### src/rtl/dsp_mult_rr_sched_if.sv
// Bundle of requester, DSP-operand and response signals for the shared-multiplier scheduler.
// The scheduler takes the slave view; the surrounding datapath / DSP wrapper takes master.
interface dsp_mult_rr_sched_if #(
   parameter int NUM_REQ = 4,
   parameter int IDW     = $clog2(NUM_REQ)
);
   localparam int DATA_W = 20;
   localparam int COEF_W = 18;
   localparam int PROD_W = DATA_W + COEF_W;

   logic [NUM_REQ-1:0]        req_valid_i;
   logic [NUM_REQ-1:0]        req_ready_o;
   logic [NUM_REQ*DATA_W-1:0] req_a_i;
   logic [NUM_REQ*COEF_W-1:0] req_b_i;
   logic [NUM_REQ-1:0]        req_unsigned_a_i;
   logic [NUM_REQ-1:0]        req_unsigned_b_i;

   logic [DATA_W-1:0]         dsp_a_o;
   logic [COEF_W-1:0]         dsp_b_o;
   logic                      dsp_unsigned_a_o;
   logic                      dsp_unsigned_b_o;
   logic [2:0]                dsp_feedback_o;
   logic [PROD_W-1:0]         dsp_z_i;

   logic                      rsp_valid_o;
   logic                      rsp_ready_i;
   logic [IDW-1:0]            rsp_id_o;
   logic [PROD_W-1:0]         rsp_z_o;

   modport slave (
      input  req_valid_i, req_a_i, req_b_i, req_unsigned_a_i, req_unsigned_b_i,
      input  dsp_z_i, rsp_ready_i,
      output req_ready_o, dsp_a_o, dsp_b_o, dsp_unsigned_a_o, dsp_unsigned_b_o,
      output dsp_feedback_o, rsp_valid_o, rsp_id_o, rsp_z_o
   );

   modport master (
      output req_valid_i, req_a_i, req_b_i, req_unsigned_a_i, req_unsigned_b_i,
      output dsp_z_i, rsp_ready_i,
      input  req_ready_o, dsp_a_o, dsp_b_o, dsp_unsigned_a_o, dsp_unsigned_b_o,
      input  dsp_feedback_o, rsp_valid_o, rsp_id_o, rsp_z_o
   );
endinterface

### src/rtl/dsp_mult_rr_sched.sv
// Round-robin sharing of one registered-input 20x18 DSP multiplier between NUM_REQ clients,
// with a tag pipe matching the DSP latency and an in-order response FIFO.
module dsp_mult_rr_sched #(
   parameter int NUM_REQ      = 4,
   parameter int MULT_LATENCY = 1,
   parameter int RSP_DEPTH    = 4,
   parameter int IDW          = $clog2(NUM_REQ)
) (
   input logic                clock_i,
   input logic                reset_n_i,
   dsp_mult_rr_sched_if.slave bus
);
   localparam int DATA_W = 20;
   localparam int COEF_W = 18;
   localparam int PROD_W = DATA_W + COEF_W;
   localparam int CW     = $clog2(RSP_DEPTH + 1);
   localparam int PW     = (RSP_DEPTH > 1) ? $clog2(RSP_DEPTH) : 1;
   localparam logic [IDW-1:0] LAST_IDX = IDW'(NUM_REQ - 1);

   logic [IDW-1:0]    last_grant;
   logic [IDW-1:0]    win;
   logic              found;
   logic              credit;
   logic              accept;
   logic              push;
   logic              pop;
   logic              fifo_full;
   logic [CW-1:0]     inflight;
   logic [CW-1:0]     fifo_count;
   logic [CW:0]       occupancy;
   logic [PW-1:0]     wr_ptr;
   logic [PW-1:0]     rd_ptr;

   logic [MULT_LATENCY-1:0] tag_vld_p;
   logic [IDW-1:0]          tag_id_p [MULT_LATENCY];

   logic [IDW-1:0]    fifo_id [RSP_DEPTH];
   logic [PROD_W-1:0] fifo_z  [RSP_DEPTH];

   logic [DATA_W-1:0] a_arr [NUM_REQ];
   logic [COEF_W-1:0] b_arr [NUM_REQ];

   function automatic logic [PW-1:0] ptr_inc(input logic [PW-1:0] p);
      return (p == PW'(RSP_DEPTH - 1)) ? '0 : p + 1'b1;
   endfunction

   for (genvar g = 0; g < NUM_REQ; g++) begin : g_unpack
      assign a_arr[g] = bus.req_a_i[g*DATA_W +: DATA_W];
      assign b_arr[g] = bus.req_b_i[g*COEF_W +: COEF_W];
   end

   // Credit counts only registered state, so a pop this cycle frees a slot next cycle.
   assign occupancy = {1'b0, fifo_count} + {1'b0, inflight};
   assign credit    = occupancy < (CW+1)'(RSP_DEPTH);

   always_comb begin
      logic [IDW-1:0] k;
      int             s;
      win   = last_grant;
      found = 1'b0;
      k     = '0;
      for (int i = 1; i <= NUM_REQ; i++) begin
         s = int'(last_grant) + i;
         if (s >= NUM_REQ) s = s - NUM_REQ;
         k = IDW'(s);
         if (!found && bus.req_valid_i[k]) begin
            win   = k;
            found = 1'b1;
         end
      end
   end

   assign accept = found && credit && reset_n_i;

   always_comb begin
      bus.req_ready_o = '0;
      if (accept) bus.req_ready_o[win] = 1'b1;
   end

   always_comb begin
      bus.dsp_a_o          = '0;
      bus.dsp_b_o          = '0;
      bus.dsp_unsigned_a_o = 1'b0;
      bus.dsp_unsigned_b_o = 1'b0;
      if (accept) begin
         bus.dsp_a_o          = a_arr[win];
         bus.dsp_b_o          = b_arr[win];
         bus.dsp_unsigned_a_o = bus.req_unsigned_a_i[win];
         bus.dsp_unsigned_b_o = bus.req_unsigned_b_i[win];
      end
   end

   assign bus.dsp_feedback_o = 3'b000;

   assign push      = tag_vld_p[MULT_LATENCY-1];
   assign fifo_full = (fifo_count == CW'(RSP_DEPTH));
   assign pop       = bus.rsp_valid_o && bus.rsp_ready_i;

   // Stage p0..pN: tag travels alongside the DSP product; captured into the FIFO at pipe exit.
   always_ff @(posedge clock_i or negedge reset_n_i) begin
      if (!reset_n_i) begin
         last_grant <= LAST_IDX;
         inflight   <= '0;
         tag_vld_p  <= '0;
         wr_ptr     <= '0;
         rd_ptr     <= '0;
         fifo_count <= '0;
      end else begin
         if (accept) last_grant <= win;
         inflight     <= inflight + CW'(accept) - CW'(push);
         tag_vld_p[0] <= accept;
         for (int i = 1; i < MULT_LATENCY; i++) tag_vld_p[i] <= tag_vld_p[i-1];
         if (push) wr_ptr <= ptr_inc(wr_ptr);
         if (pop)  rd_ptr <= ptr_inc(rd_ptr);
         fifo_count <= fifo_count + CW'(push) - CW'(pop);
      end
   end

   always_ff @(posedge clock_i) begin
      tag_id_p[0] <= win;
      for (int i = 1; i < MULT_LATENCY; i++) tag_id_p[i] <= tag_id_p[i-1];
      if (push) begin
         fifo_id[wr_ptr] <= tag_id_p[MULT_LATENCY-1];
         fifo_z[wr_ptr]  <= bus.dsp_z_i;
      end
   end

   // Head entry is only meaningful when non-empty; storage itself is never reset.
   assign bus.rsp_valid_o = (fifo_count != '0);
   assign bus.rsp_id_o    = bus.rsp_valid_o ? fifo_id[rd_ptr] : '0;
   assign bus.rsp_z_o     = bus.rsp_valid_o ? fifo_z[rd_ptr]  : '0;

   a_no_overflow : assert property (@(posedge clock_i) disable iff (!reset_n_i)
      !(push && !pop && fifo_full));
endmodule

### src/flat_wrapper.sv
// flat-port wrapper written by rule: the top's interface ports become plain ports
module dsp_mult_rr_sched_flat 
#(
   parameter int NUM_REQ      = 4,
   parameter int MULT_LATENCY = 1,
   parameter int RSP_DEPTH    = 4,
   parameter int IDW          = $clog2(NUM_REQ)
)
  (clock_i, reset_n_i, bus_req_valid_i, bus_req_a_i, bus_req_b_i, bus_req_unsigned_a_i, bus_req_unsigned_b_i, bus_dsp_z_i, bus_rsp_ready_i, bus_req_ready_o, bus_dsp_a_o, bus_dsp_b_o, bus_dsp_unsigned_a_o, bus_dsp_unsigned_b_o, bus_dsp_feedback_o, bus_rsp_valid_o, bus_rsp_id_o, bus_rsp_z_o);
  dsp_mult_rr_sched_if #(.NUM_REQ(NUM_REQ), .IDW(IDW)) bus_i ();
  input logic clock_i;
  input logic reset_n_i;
  input wire logic [$bits(bus_i.req_valid_i)-1:0] bus_req_valid_i;
  input wire logic [$bits(bus_i.req_a_i)-1:0] bus_req_a_i;
  input wire logic [$bits(bus_i.req_b_i)-1:0] bus_req_b_i;
  input wire logic [$bits(bus_i.req_unsigned_a_i)-1:0] bus_req_unsigned_a_i;
  input wire logic [$bits(bus_i.req_unsigned_b_i)-1:0] bus_req_unsigned_b_i;
  input wire logic [$bits(bus_i.dsp_z_i)-1:0] bus_dsp_z_i;
  input wire logic [$bits(bus_i.rsp_ready_i)-1:0] bus_rsp_ready_i;
  output wire logic [$bits(bus_i.req_ready_o)-1:0] bus_req_ready_o;
  output wire logic [$bits(bus_i.dsp_a_o)-1:0] bus_dsp_a_o;
  output wire logic [$bits(bus_i.dsp_b_o)-1:0] bus_dsp_b_o;
  output wire logic [$bits(bus_i.dsp_unsigned_a_o)-1:0] bus_dsp_unsigned_a_o;
  output wire logic [$bits(bus_i.dsp_unsigned_b_o)-1:0] bus_dsp_unsigned_b_o;
  output wire logic [$bits(bus_i.dsp_feedback_o)-1:0] bus_dsp_feedback_o;
  output wire logic [$bits(bus_i.rsp_valid_o)-1:0] bus_rsp_valid_o;
  output wire logic [$bits(bus_i.rsp_id_o)-1:0] bus_rsp_id_o;
  output wire logic [$bits(bus_i.rsp_z_o)-1:0] bus_rsp_z_o;
  assign bus_i.req_valid_i = bus_req_valid_i;
  assign bus_i.req_a_i = bus_req_a_i;
  assign bus_i.req_b_i = bus_req_b_i;
  assign bus_i.req_unsigned_a_i = bus_req_unsigned_a_i;
  assign bus_i.req_unsigned_b_i = bus_req_unsigned_b_i;
  assign bus_i.dsp_z_i = bus_dsp_z_i;
  assign bus_i.rsp_ready_i = bus_rsp_ready_i;
  assign bus_req_ready_o = bus_i.req_ready_o;
  assign bus_dsp_a_o = bus_i.dsp_a_o;
  assign bus_dsp_b_o = bus_i.dsp_b_o;
  assign bus_dsp_unsigned_a_o = bus_i.dsp_unsigned_a_o;
  assign bus_dsp_unsigned_b_o = bus_i.dsp_unsigned_b_o;
  assign bus_dsp_feedback_o = bus_i.dsp_feedback_o;
  assign bus_rsp_valid_o = bus_i.rsp_valid_o;
  assign bus_rsp_id_o = bus_i.rsp_id_o;
  assign bus_rsp_z_o = bus_i.rsp_z_o;
  dsp_mult_rr_sched #(.NUM_REQ(NUM_REQ), .MULT_LATENCY(MULT_LATENCY), .RSP_DEPTH(RSP_DEPTH), .IDW(IDW)) u_core (.clock_i(clock_i), .reset_n_i(reset_n_i), .bus(bus_i));
endmodule
### config.mk
export PLATFORM = sky130hd
export DESIGN_NAME = dsp_mult_rr_sched_flat
export DESIGN_NICKNAME = d
export VERILOG_FILES = /design/src/rtl/dsp_mult_rr_sched_if.sv /design/src/rtl/dsp_mult_rr_sched.sv /design/src/flat_wrapper.sv
export SDC_FILE = /design/constraint.sdc
export NUM_CORES = 1
export LEC_CHECK = 0
export BUFFER_PORTS_ARGS = -buffer_cell sky130_fd_sc_hd__buf_2
export CORE_MARGIN = 2
export CORE_UTILIZATION = 40
export DETAILED_ROUTE_END_ITERATION = 10
export PLACE_DENSITY_LB_ADDON = 0.15
export SLEW_MARGIN = 15
export SYNTH_ARGS = -nofsm -noshare
export SYNTH_HDL_FRONTEND = slang
export SYNTH_SLANG_ARGS = --single-unit
### constraint.sdc
create_clock -name clock_i -period 2.66 [get_ports clock_i]
set_input_delay 0.399 -clock clock_i [delete_from_list [all_inputs] [get_ports clock_i]]
set_output_delay 0.399 -clock clock_i [all_outputs]
set_load 0.05 [all_outputs]
=== Yosys cells after proc, flatten, opt, wreduce, memory -nomap -nowiden ===
Memories as Yosys holds them, arrays and structs flattened.
Cells that the tools add are included.

* Flip-flop bits (word level): 13
* Bits in latches: 0
* Memory bits (writable): 162
* Bits in read-only memories: 0
* Bits of input ports: 205
* Output and inout port bits: 88
* Logic and storage cells: 93
* Memories kept: 3

* Add/subtract/negate cells: 15
* Multiply operators: 0
* Div/mod/pow operators: 0
* $lt $le $gt $ge: 12
* Eq/ne operators: 2
* Shift operators: 0
* Mux-type cells: 43
* Bitwise operators: 1
* Reductions and logical operators: 11

{| class="wikitable"
|+ Memory list
! name !! depth !! width !! rd ports !! clocked after memory_dff !! wr ports !! line !! RTL
|-
| u_core.fifo_z || 4 || 38 || 1 || 0 || 1 || dsp_mult_rr_sched.sv:38 || <nowiki>logic [PROD_W-1:0] fifo_z [RSP_DEPTH];</nowiki>
|-
| u_core.fifo_id || 4 || 2 || 1 || 0 || 1 || dsp_mult_rr_sched.sv:37 || <nowiki>logic [IDW-1:0] fifo_id [RSP_DEPTH];</nowiki>
|-
| u_core.tag_id_p || 1 || 2 || 1 || 0 || 1 || dsp_mult_rr_sched.sv:35 || <nowiki>logic [IDW-1:0] tag_id_p [MULT_LATENCY];</nowiki>
|}

{| class="wikitable"
|+ Operators with widths
! cell !! number
|-
| $mux W20 || 3
|-
| $mux W18 || 3
|-
| $bmux W20 S2 || 1
|-
| $mux W38 || 1
|-
| $bmux W18 S2 || 1
|-
| $mux W2 || 11
|-
| $lt A2 B3 Y1 const B || 5
|-
| $mux W1 || 15
|-
| $bmux W1 S2 || 6
|-
| $ge A3 B3 Y1 const B || 4
|-
| $sub A2 B1 Y2 const B || 4
|-
| $logic_and A1 B1 Y1 || 7
|-
| $add A2 B2 Y3 const B || 2
|-
| $add A3 B1 Y3 || 2
|-
| $sub A3 B1 Y3 || 2
|-
| $add A2 B1 Y2 const B || 2
|-
| $add A2 B3 Y4 const B || 1
|-
| $add A3 B3 Y4 || 1
|-
| $eq A2 B2 Y1 const B || 2
|-
| $ge A4 B3 Y1 const B || 1
|-
| $lt A4 B3 Y1 const B || 1
|-
| $mux W4 || 1
|-
| $add A2 B1 Y3 const B || 1
|-
| $logic_not A1 Y1 || 3
|-
| other kinds (4) || 4
|}

=== Depth between registers and ports, before layout ===
Gate-level depths: netlist of run 1.

* Depth in word-level cells: 20
* Gate-level depth with buffers: 12
* Gate-level depth less buffers: 11

=== Worst setup path before layout of run 1 ===
No wires, ideal clock.

* Kind: register to output
* Start: register u_core.fifo_count[2]
* End: output port bus_dsp_a_o[0]
* Arrival time: 2,879 ps
* Required time: 2,261 ps
* Path slack: -618 ps
* Stages on the path, launching flop included: 8
* Path buffers: 2
* Cells stage by stage: dfrtp_1 -> ha_1 -> or4b_1 -> a31oi_1 -> o41ai_1 -> buf_6 -> buf_2 -> a311oi_1

* Word-level cells in the longest chain between the ends: 5

{| class="wikitable"
|+ Ends and longest elaborated chain
! item !! line !! RTL
|-
| start: declaration || dsp_mult_rr_sched.sv:29 || <nowiki>logic [CW-1:0] fifo_count;</nowiki>
|-
| start signal: assignment || dsp_mult_rr_sched.sv:115 || <nowiki>fifo_count <= fifo_count + CW'(push) - CW'(pop);</nowiki>
|-
| $add A3 B3 Y4 || dsp_mult_rr_sched.sv:53 || <nowiki>assign occupancy = {1'b0, fifo_count} + {1'b0, inflight};</nowiki>
|-
| $lt A4 B3 Y1 || dsp_mult_rr_sched.sv:54 || <nowiki>assign credit = occupancy < (CW+1)'(RSP_DEPTH);</nowiki>
|-
| $logic_and A1 B1 Y1 (2 in series) || dsp_mult_rr_sched.sv:73 || <nowiki>assign accept = found && credit && reset_n_i;</nowiki>
|-
| $mux W20 || dsp_mult_rr_sched.sv:85 || <nowiki>if (accept) begin</nowiki>
|-
| end: declaration || flat_wrapper.sv:21 || <nowiki>output wire logic [$bits(bus_i.dsp_a_o)-1:0] bus_dsp_a_o;</nowiki>
|}

No other way between the ends.

=== Worst setup path after layout of run 1 ===
* Start: register u_core.fifo_count[2]
* End: output port bus_dsp_b_o[6]

* Word-level cells in the longest chain between the ends: 5

{| class="wikitable"
|+ Ends and longest elaborated chain
! item !! line !! RTL
|-
| $add A3 B3 Y4 || dsp_mult_rr_sched.sv:53 ||
|-
| $lt A4 B3 Y1 || dsp_mult_rr_sched.sv:54 ||
|-
| $logic_and A1 B1 Y1 (2 in series) || dsp_mult_rr_sched.sv:73 ||
|-
| $mux W18 || dsp_mult_rr_sched.sv:85 ||
|-
| end: declaration || flat_wrapper.sv:22 || <nowiki>output wire logic [$bits(bus_i.dsp_b_o)-1:0] bus_dsp_b_o;</nowiki>
|}

No other way between the ends.

==> results of run 1 <==
-- path summary, 6_finish.rpt --
kind,cells past startpoint,start,to
max,8,u_core.fifo_count[2],bus_dsp_b_o[6]
min,2,reset_n_i,u_core.last_grant[0]
max reg2reg,13,u_core.fifo_count[2],u_core.inflight[2]
min reg2reg,0,u_core.tag_id_p[0][1],u_core.fifo_id[0][1]
max in group asynchronous,3,reset_n_i,u_core.rd_ptr[0]
min in group clock_i,1,bus_dsp_z_i[36],u_core.fifo_z[3][36]
-- timing repair --
action	4_1_cts	5_1_grt
buffers inserted	1	3
hold endpoints to repair	11	0
resized for setup	103	11
pin swaps	4	3
hold buffers	1	0
endpoints found under the setup margin	46	46
-- per-stage QoR --
| stage | area (µm²) | utilization, % |
|---|---|---|
| global placement | 10900 | 53.7 |
| floorplan | 8900 | - |
| global route | 12100 | 59.2 |
| finish | 12100 | 59.2 |
| detailed placement | 10900 | 53.7 |
| CTS | 12000 | 58.7 |
-- flip-flops by register name (all words and copies together) (netlist names) --
register           cells
u_core.fifo_z        152
u_core.fifo_id         8
u_core.fifo_count      3
u_core.inflight        3
u_core.last_grant      2
u_core.rd_ptr          2
u_core.tag_id_p        2
u_core.wr_ptr          2
u_core.push            1
-- where the power goes --
part / internal (mW) / switching, mW / total, mW / leakage (nW)
registers: 3.49 / 0.235 / 3.73 / 1.61
logic: 3.24 / 5.68 / 8.92 / 2.78
clock network: 1.56 / 0.999 / 2.56 / 0.301
-- kinds of logic after synthesis --
family | after synthesis
XOR/XNOR | 4
other | 1
buffers and inverters | 67
AO/OA/AOI/OAI | 91
adder cells (fa/ha/maj) | 13
flip-flops | 175
multiplexers | 42
AND/OR/NAND/NOR | 181
-- layer usage --
| metal | global-route usage [%] | up-vias | part of all wire [%] |
|---|---|---|---|
| met2 | 38.7 | 239 | 54 |
| met1 | 24.7 | 3111 | 37 |
| li1 | - | 2867 | - |
| met3 | 4.39 | 39 | 5.0 |
| met5 | 0 | - | 0 |
| met4 | 10.5 | 0 | 3.9 |
-- cells in the final DEF (no fill, tap or decap), types with 32 or more instances in the layout --
| cell type | n |
|---|---|
| a211oi_1 | 39 |
| a311oi_4 | 32 |
| and2_1 | 40 |
| and3_1 | 40 |
| buf_2 | 245 |
| buf_4 | 35 |
| buf_6 | 44 |
| edfxtp_1 | 160 |
| mux4_2 | 40 |
| nand2_1 | 82 |
-- layout make-up --
class	instances	area [µm²]
clock inverter	11	154
timing repair buffer	342	2320
multi-input combinational	334	3520
sequential	175	5170
antenna	8	20.0
clock buffer	21	470
tap	270	338
inverter	14	55.1
fill	1622	8310
-- critical path, cell delays in order (launching register included) --
cell and delay [ps]:
dfrtp_1 390, ha_1 290, or4b_4 500, a31oi_4 180, o41ai_4 120, buf_12 180, buf_12 160, a311oi_4 230
buf_6 200
==> metrics.log, run 1 <==
[metrics] highest fanout seen on the critical path: 17
[metrics] Worst Max-Slew Pin Slew: 618 ps
[metrics] Crit path required time: 2260 ps
[metrics] global-route wire length before repair: 36000 µm
[metrics] sum of negative setup slack: -17900 ps
[metrics] portion of the clock cycle consumed by the worst path in the final layout: 117%
[metrics] total die area: 22000 µm²
[metrics] count of final max-slew check failures: 0
[metrics] global-route usage over all layers: 21.6%
[metrics] worst setup skew after layout: 8.98 ps
[metrics] power density over the cells: 1260 nW/µm²
[metrics] Post-Synth Adder-Cell Area: 2.13%
[metrics] starting density of the core: 40.9%
[metrics] number of synthesized register bits: 175
[metrics] post-synthesis sequential area ratio: 62.1%
[metrics] timing-limited maximum frequency: 0.322 GHz
[metrics] number of DRC markers in iteration 0: 337
[metrics] most frequent cells after synthesis: 160 x edfxtp_1, 82 x nand2_1, 46 x and2_1
[metrics] XOR/XNOR share of the synthesized area: 0.421%
[metrics] failing checks: setup timing
[metrics] RSZ-0062 raised after global routing: true
[metrics] routed wirelength normalized by instance count: 20.1 µm
[metrics] number of port buffers: 289
[metrics] kind of critical path: register to output pin
[metrics] Placement Setup Slack: -268 ps
[metrics] HP Class: input pin to asynchronous set/reset pin
[metrics] setup slack of the most critical reg-to-reg path: -270 ps
[metrics] count of nets left with antenna violations after detail routing: 0
[metrics] Placeable Area: 20400 µm²
[metrics] overflow left after global routing: 0
[metrics] most common cell in the synthesized netlist: edfxtp_1
[metrics] type of origin of the critical path: register
[metrics] fraction of the mapped netlist area in simple logic gates: 11.1%
[metrics] clock-pin slew reported for the worst setup and hold paths after clock tree synthesis: 70 ps
[metrics] via count of the first global-routing pass: 6684
[metrics] cts bufs inserted: 17
[metrics] vertical extent of the die: 148 µm
[metrics] arrival time of the worst setup path: 2710 ps
[metrics] share of Yosys cell area claimed by the top area cell type: 57.7%
[metrics] post-synthesis instance total: 574
[metrics] clock latency at the later pin of the worst-skew pair: 420 ps
[metrics] remaining max-slew budget at the tightest pin: 58.8%
[metrics] number of distinct library cell variants in the gate-level netlist after synthesis: 43
[metrics] outcome: complete, but fails checks
[metrics] Total Wirelength: 23700 µm
[metrics] max_cap viols: 0
[metrics] Net count, final: 1102
[metrics] warnings from Yosys: 0
[metrics] capturing element type of the critical path: output pin
[metrics] asr flop ratio synth: 7.43%
[metrics] total of endpoints with negative setup slack in the final report: 46
[metrics] leakage power total: 4.69 nW
[metrics] Residual DRC: 0
[metrics] most used flip-flop cell after synthesis: edfxtp_1
[metrics] complex-gate fraction of the synthesized area: 8.73%
[metrics] total number of vias: 6256
[metrics] crit path setup slack, layout: -448 ps
[metrics] H-tree lvl count: 4
[metrics] clk sink count: 175
[metrics] largest family of logic cells by synthesized area: multiplexers
[metrics] post-route non-filler standard cell count: 1175
[metrics] CTS Buffer Depth: 2
[metrics] HPWL after detailed placement: 17000 µm
[metrics] cell at the root of the clock tree: clkbuf_16
[metrics] via-per-instance ratio: 5.32
[metrics] Tmin final: 3110 ps
[metrics] count of flip-flops with a built-in enable after synthesis: 160
[metrics] Die X: 148 µm
[metrics] maximum vdd ir drop: 0.615 mV
[metrics] area leader, netlist: edfxtp_1
[metrics] pin count of the biggest net entering global routing: 42
[metrics] last weighted congestion value of the routability-driven placer: 0.979
[metrics] layout cells sized above 1: 53.3%
[metrics] cells taking the most area after synthesis: edfxtp_1 58%, mux4_2 11%, a311oi_1 4.2%, nand2_1 3.7%, a211oi_1 3.6%
[metrics] CTS tree: yes
[metrics] Placement Rows: 52
[metrics] signed area change from the synthesized netlist to the final layout: 44.8%
[metrics] Hold Fails Final Rpt: 0
[metrics] Design Power: 15.2 mW
[metrics] area of the mapped netlist: 8330 µm²
[metrics] number of antenna violations at the first check in global routing: 8
[metrics] number of instances in the placed design: 1130
[metrics] mean instance size in the synthesized netlist: 14.5 µm²
[metrics] first-pass iteration count of the detailed router: 4
[metrics] worst hold slack: 37.1 ps
[metrics] portion of netlist area occupied by mux cells: 11.1%
[metrics] number of ports placed on the die boundary: 293
(Power assumes the default switching activity.)
==> inputs of run 2 (changes only) <==
Settings changed: CORE_UTILIZATION 40 to 45, CTS_CLUSTER_DIAMETER from default to 30.
==> run 2 against run 1 <==
- the flow finishes with violations (DRC, setup timing)
- global-route usage increased by 3.3 points
- flip-flop and latch count unchanged
- first-iteration DRC count increased by 0.89%
- highest routed layer is now met5
- register-to-register slack improved by 140 ps
- critical endpoint is now bus_dsp_b_o[16]
- die area decreased by 11%
- maximum frequency decreased by 0.43%
==> metrics.log, run 2 (synthesized netlist as in run 1, its figures left out) <==
[metrics] outcome: complete, but fails checks
[metrics] failing checks: DRC, setup timing
[metrics] global-route usage over all layers: 24.9% (+3.3 points)
[metrics] count of final max-slew check failures: 0 (unchanged)
[metrics] number of instances in the placed design: 1099 (-2.7%)
[metrics] post-route non-filler standard cell count: 1136 (-3.3%)
[metrics] Die X: 140 µm (-5.6%)
[metrics] Residual DRC: 16 (+16)
[metrics] cts bufs inserted: 17 (unchanged)
[metrics] number of ports placed on the die boundary: 293 (unchanged)
[metrics] power density over the cells: 1260 nW/µm² (about the same)
[metrics] HPWL after detailed placement: 17600 µm (+3.4%)
[metrics] signed area change from the synthesized netlist to the final layout: 43.2%
[metrics] Tmin final: 3120 ps (+13.4 ps)
[metrics] global-route wire length before repair: 36900 µm (+2.7%)
[metrics] CTS Buffer Depth: 2 (unchanged)
[metrics] routed wirelength normalized by instance count: 21.3 µm (+6.0%)
[metrics] Total Wirelength: 24300 µm (+2.5%)
[metrics] CTS tree: yes
[metrics] clock-pin slew reported for the worst setup and hold paths after clock tree synthesis: 60 ps (about the same)
[metrics] via count of the first global-routing pass: 6764 (+1.2%)
[metrics] register with the most flip-flops: u_core.fifo_z
[metrics] number of DRC markers in iteration 0: 340 (+0.89%)
[metrics] Net count, final: 1109 (+0.64%)
[metrics] max_cap viols: 0 (unchanged)
[metrics] number of antenna violations at the first check in global routing: 5 (-3)
[metrics] RSZ-0062 raised after global routing: true
[metrics] portion of the clock cycle consumed by the worst path in the final layout: 117% (+0.50 points)
[metrics] count of nets left with antenna violations after detail routing: 0 (unchanged)
[metrics] remaining max-slew budget at the tightest pin: 56.2% (-2.5 points)
[metrics] worst hold slack: 192 ps (+155 ps)
[metrics] kind of critical path: register to output pin
[metrics] timing-limited maximum frequency: 0.320 GHz (-0.43%)
[metrics] pin count of the biggest net entering global routing: 42 (unchanged)
[metrics] Placement Rows: 49 (-5.8%)
[metrics] number of port buffers: 289 (unchanged)
[metrics] overflow left after global routing: 0 (unchanged)
[metrics] layout cells sized above 1: 53.4% (+0.15 points)
[metrics] total number of vias: 6314 (+0.93%)
[metrics] last weighted congestion value of the routability-driven placer: 0.990 (+1.2%)
[metrics] clk sink count: 175 (unchanged)
[metrics] leakage power total: 4.68 nW (-0.30%)
[metrics] largest registers: u_core.fifo_z: 152 flops, u_core.fifo_id: 8 flops
[metrics] cell at the root of the clock tree: clkbuf_16
[metrics] max reg flops: 152 (unchanged)
[metrics] worst setup skew after layout: 10.7 ps (+1.69 ps)
[metrics] most common library cell in the layout ignoring fill and taps: buf_2
[metrics] Crit path required time: 2260 ps (about the same)
[metrics] first-pass iteration count of the detailed router: 10 (+6)
[metrics] crit path setup slack, layout: -462 ps (-13.4 ps)
[metrics] Placeable Area: 18100 µm² (-11%)
[metrics] H-tree lvl count: 4 (unchanged)
[metrics] Hold Fails Final Rpt: 0 (unchanged)
[metrics] starting density of the core: 46.1% (+5.2 points)
[metrics] top library cells by usage in the layout, fill and taps aside: 245 x buf_2, 160 x edfxtp_1, 82 x nand2_1, 47 x buf_4, 42 x and2_1
[metrics] maximum vdd ir drop: 0.629 mV (+2.3%)
[metrics] total of endpoints with negative setup slack in the final report: 46 (unchanged)
[metrics] Design Power: 15.0 mW (-1.2%)
[metrics] capturing element type of the critical path: output pin
[metrics] vertical extent of the die: 140 µm (-5.6%)
[metrics] Worst Max-Slew Pin Slew: 652 ps (+34.1 ps)
[metrics] highest fanout seen on the critical path: 20 (+3)
[metrics] arrival time of the worst setup path: 2720 ps (about the same)
[metrics] HP Class: input pin to register
[metrics] via-per-instance ratio: 5.56 (+4.4%)
[metrics] type of origin of the critical path: register
[metrics] total die area: 19600 µm² (-11%)
[metrics] clock latency at the later pin of the worst-skew pair: 420 ps (about the same)
[run 2: cell types whose count changed in the layout (fill, tap and decap cells not counted), sizes merged]
cell | previous run | this run
clkinv | 3 | 6
clkinvlp | 2 | 1
diode | 8 | 5
buf | 341 | 348
bufinv | 3 | 2
clkbuf | 21 | 18
[run 2: path summary, 6_finish.rpt]
check                                 startpoint                    to  slack (ps)  depth (start not counted)
max reg2reg                 u_core.fifo_count[2]    u_core.inflight[2]        -130                         12
min reg2reg                u_core.tag_id_p[0][0]  u_core.fifo_id[2][0]         480                          0
max in group asynchronous              reset_n_i  u_core.last_grant[0]        1950                          3
min in group asynchronous              reset_n_i           u_core.push         480                          3
max                         u_core.fifo_count[2]       bus_dsp_b_o[16]        -460                          8
min                              bus_dsp_z_i[23]  u_core.fifo_z[1][23]         190                          1
[run 2: final cells by class]
class                      instances  area (µm²)
multi-input combinational        334        3470
sequential                       175        5170
antenna                            5        12.5
inverter                          14        57.6
clock buffer                      18         429
clock inverter                    12         138
timing repair buffer             349        2360
tap                              229         287
fill                            1373        6160
[run 2: worst max-delay path: stages, from the launching register on]
cell and delay [ps]:
dfrtp_1 390, ha_1 290, or4b_1 460, a31oi_1 200, o41ai_2 140, buf_12 190, buf_12 160, a311oi_4 250
buf_6 210
[run 2: what timing repair did]
action | in CTS | in global routing
hold endpoints to repair | 11 | 0
setup buffers | 1 | 0
pin swaps | 4 | 4
setup endpoints to repair | 45 | 46
gates resized for setup | 96 | 3
hold buffers | 1 | 0
[run 2: through the flow]
step           TNS, ps  instance area [µm²]  util, %  worst slack [ps]
5_1_grt         -22750                11900     65.9              -574
3_3_place_gp      -867                11000     60.7              -146
4_1_cts         -18680                11900     65.8              -481
3_5_place_dp     -2540                11000     60.7              -145
6_report        -17800                11900     65.9              -462
2_1_floorplan    -4920                 8900        -              -457
[run 2: layer usage]
layer / track usage, % / vias to the layer above / share of wire (%)
li1: - / 2875 / -
met1: 28.3 / 3098 / 36
met5: 0 / - / 0.054
met2: 43.5 / 278 / 52
met4: 12.5 / 2 / 4.1
met3: 6.74 / 61 / 7.0
[run 2: power breakdown]
part | internal (mW) | leakage [nW] | total (mW) | switching [mW]
logic | 3.25 | 2.78 | 8.98 | 5.72
clock network | 1.38 | 0.278 | 2.39 | 1.01
registers | 3.50 | 1.61 | 3.66 | 0.166
==> inputs of run 3 (changes only) <==
Settings changed: BUFFER_PORTS_ARGS -buffer_cell sky130_fd_sc_hd__buf_2 to default, CORE_UTILIZATION 45 to 30, DONT_BUFFER_PORTS from default to 1.
==> run 3 against run 2 <==
- the flow finishes with violations (hold timing, setup timing)
- routed wire length shrank 1.2%
- maximum frequency grew 0.15%
- register-to-register slack is essentially flat
- clock skew grew 0.68 ps
- via count shrank 16%
- critical path depth is the same
- global-route usage shrank 8.5 points
==> metrics.log, run 3 (synthesized netlist as in run 1, its figures left out) <==
[metrics] remaining max-slew budget at the tightest pin: 63.5% (+7.3 points)
[metrics] number of port buffers: 0 (-100%)
[metrics] Design Power: 14.8 mW (-1.4%)
[metrics] top library cells by usage in the layout, fill and taps aside: 160 x edfxtp_1, 81 x nand2_1, 42 x buf_12, 41 x and2_2
[metrics] number of DRC markers in iteration 0: 230 (-32%)
[metrics] count of nets left with antenna violations after detail routing: 0 (unchanged)
[metrics] type of origin of the critical path: register
[metrics] maximum vdd ir drop: 0.565 mV (-10%)
[metrics] most common library cell in the layout ignoring fill and taps: edfxtp_1
[metrics] count of final max-slew check failures: 0 (unchanged)
[metrics] HP Class: input pin to asynchronous set/reset pin
[metrics] worst setup skew after layout: 11.3 ps (+0.676 ps)
[metrics] arrival time of the worst setup path: 2720 ps (about the same)
[metrics] portion of the clock cycle consumed by the worst path in the final layout: 117% (-0.17 points)
[metrics] via count of the first global-routing pass: 5720 (-15%)
[metrics] Placement Setup Slack: -125 ps (+19.9 ps)
[metrics] ordered cell list for the critical path: ha_1, or4b_4, a31oi_4, o41ai_2, buf_6, buf_4, a311oi_4, buf_12
[metrics] total number of vias: 5287 (-16%)
[metrics] first-pass iteration count of the detailed router: 4 (-6)
[metrics] total of endpoints with negative setup slack in the final report: 46 (unchanged)
[metrics] H-tree lvl count: 4 (unchanged)
[metrics] pin count of the biggest net entering global routing: 42 (unchanged)
[metrics] cell at the root of the clock tree: clkbuf_16
[metrics] number of ports placed on the die boundary: 293 (unchanged)
[metrics] register with the most flip-flops: u_core.fifo_z
[metrics] routed wirelength normalized by instance count: 23.4 µm (+9.4%)
[metrics] vertical extent of the die: 171 µm (+22%)
[metrics] kind of critical path: register to output pin
[metrics] max reg flops: 152 (unchanged)
[metrics] leakage power total: 3.74 nW (-20%)
[metrics] RSZ-0062 raised after global routing: true
[metrics] worst hold slack: -333 ps (-525 ps)
[metrics] global-route wire length before repair: 35100 µm (-4.9%)
[metrics] end-of-flow core utilization: 41.2% (-25 points)
[metrics] last weighted congestion value of the routability-driven placer: 0.914 (-7.7%)
[metrics] CP max-delay cell: or4b_4
[metrics] clock-pin slew reported for the worst setup and hold paths after clock tree synthesis: 70 ps (about the same)
[metrics] Placement Rows: 60 (+22%)
[metrics] Net count, final: 856 (-23%)
[metrics] post-route non-filler standard cell count: 1026 (-9.7%)
[metrics] Crit path required time: 2260 ps (about the same)
[metrics] global-route usage over all layers: 16.4% (-8.5 points)
[metrics] outcome: complete, but fails checks
[metrics] number of antenna violations at the first check in global routing: 5 (unchanged)
[metrics] highest fanout seen on the critical path: 15 (-25%)
[metrics] signed area change from the synthesized netlist to the final layout: 34.1%
[metrics] clk sink count: 175 (unchanged)
[metrics] Hold Fails Final Rpt: 13 (+13)
[metrics] number of instances in the placed design: 987 (-10%)
[metrics] HPWL after detailed placement: 17500 µm (-0.44%)
[metrics] max_cap viols: 0 (unchanged)
[metrics] Placeable Area: 27100 µm² (+50%)
[metrics] CTS Buffer Depth: 2 (unchanged)
[metrics] capturing element type of the critical path: output pin
[metrics] Residual DRC: 0 (-16)
[metrics] starting density of the core: 30.7% (-15 points)
[metrics] failing checks: hold timing, setup timing
[metrics] CTS tree: yes
[metrics] via-per-instance ratio: 5.15 (-7.3%)
[metrics] timing-limited maximum frequency: 0.321 GHz (+0.15%)
[metrics] biggest cell delay along the critical path: 500 ps (+40 ps)
[metrics] clock latency at the later pin of the worst-skew pair: 420 ps (about the same)
[metrics] Die X: 171 µm (+22%)
[metrics] power density over the cells: 1330 nW/µm² (+5.2%)
[metrics] overflow left after global routing: 0 (unchanged)
[metrics] layout cells sized above 1: 42.7% (-11 points)
[metrics] Bufs and invs on worst path: 3 (unchanged)
[metrics] Tmin final: 3120 ps (-4.55 ps)
[metrics] largest registers: u_core.fifo_z: 152 flops, u_core.fifo_id: 8 flops
[metrics] cts bufs inserted: 17 (unchanged)
[metrics] Worst Max-Slew Pin Slew: 544 ps (-108 ps)
[metrics] crit path setup slack, layout: -457 ps (+4.55 ps)
[metrics] total die area: 29100 µm² (+48%)
[metrics] fill cell total of the finished layout: 2454 (+79%)
[metrics] cell family with the largest share of critical-path delay: compound AO/OA/AOI/OAI gates
[metrics] Total Wirelength: 24000 µm (-1.2%)
## run 3: cell type report
cell class | count | area, µm² | share of cell area, %
flip-flops and latches | 175 | 5180 | 46.3
repair buffers | 96 | 1300 | 11.6
well taps | 372 | 465 | 4.17
diodes | 3 | 7.51 | 0.0672
clock buffers | 17 | 425 | 3.81
inverters | 14 | 57.6 | 0.515
clock inverters | 15 | 143 | 1.28
multi-input cells | 334 | 3600 | 32.2
## run 3: worst paths after layout
kind / start / endpoint / slack, ps / cells past startpoint
worst max-delay path: u_core.fifo_count[2] / bus_dsp_b_o[6] / -460 / 8
worst max register to register: u_core.fifo_count[2] / u_core.inflight[2] / -140 / 12
worst min register to register: u_core.tag_id_p[0][1] / u_core.fifo_id[3][1] / 520 / 0
min in group clock_i: bus_dsp_z_i[24] / u_core.fifo_z[1][24] / 70 / 0
max in group asynchronous: reset_n_i / u_core.last_grant[1] / 2820 / 0
worst min-delay path: reset_n_i / u_core.fifo_count[2] / -330 / 0
## run 3: report_power, final
| part | leakage (nW) | internal (mW) | switching (mW) |
|---|---|---|---|
| registers | 1.61 | 3.50 | 0.204 |
| logic | 1.85 | 3.14 | 5.63 |
| clock network | 0.278 | 1.30 | 1.05 |
| total | 3.74 | 7.94 | 6.88 |
## run 3: routing by layer
metal / part of all wire [%] / vias to the layer above / GRT usage, %
met5: 0.067 / - / 0
met3: 7.6 / 30 / 5.46
li1: - / 2372 / -
met2: 57 / 218 / 31.9
met4: 1.9 / 2 / 5.83
met1: 33 / 2665 / 16.1
## run 3: worst reg2reg max path, cell delays in order (launching register included)
cell and delay (ps):
dfrtp_1 400, ha_1 300, or4b_4 500, a31oi_4 170, o41ai_2 110, buf_4 150
ha_4 200, inv_2 60, ha_4 120, inv_2 30, fa_2 390, xnor2_2 140
xnor2_1 120
## run 3: repair_timing
| action | CTS | global route |
|---|---|---|
| gates resized for setup | 32 | 45 |
| endpoints found under the hold margin | 13 | 13 |
| pin swaps | 3 | 2 |
| endpoints found under the setup margin | 56 | 64 |
| buffers inserted | 3 | 1 |
## run 3: per-stage QoR
| step | cell area (µm²) | TNS, ps |
|---|---|---|
| finish | 11200 | -18300 |
| global route | 11200 | -24050 |
| CTS | 11100 | -21090 |
| detailed placement | 10300 | -1520 |
| global placement | 10300 | -675 |
| floorplan | 8900 | -4920 |
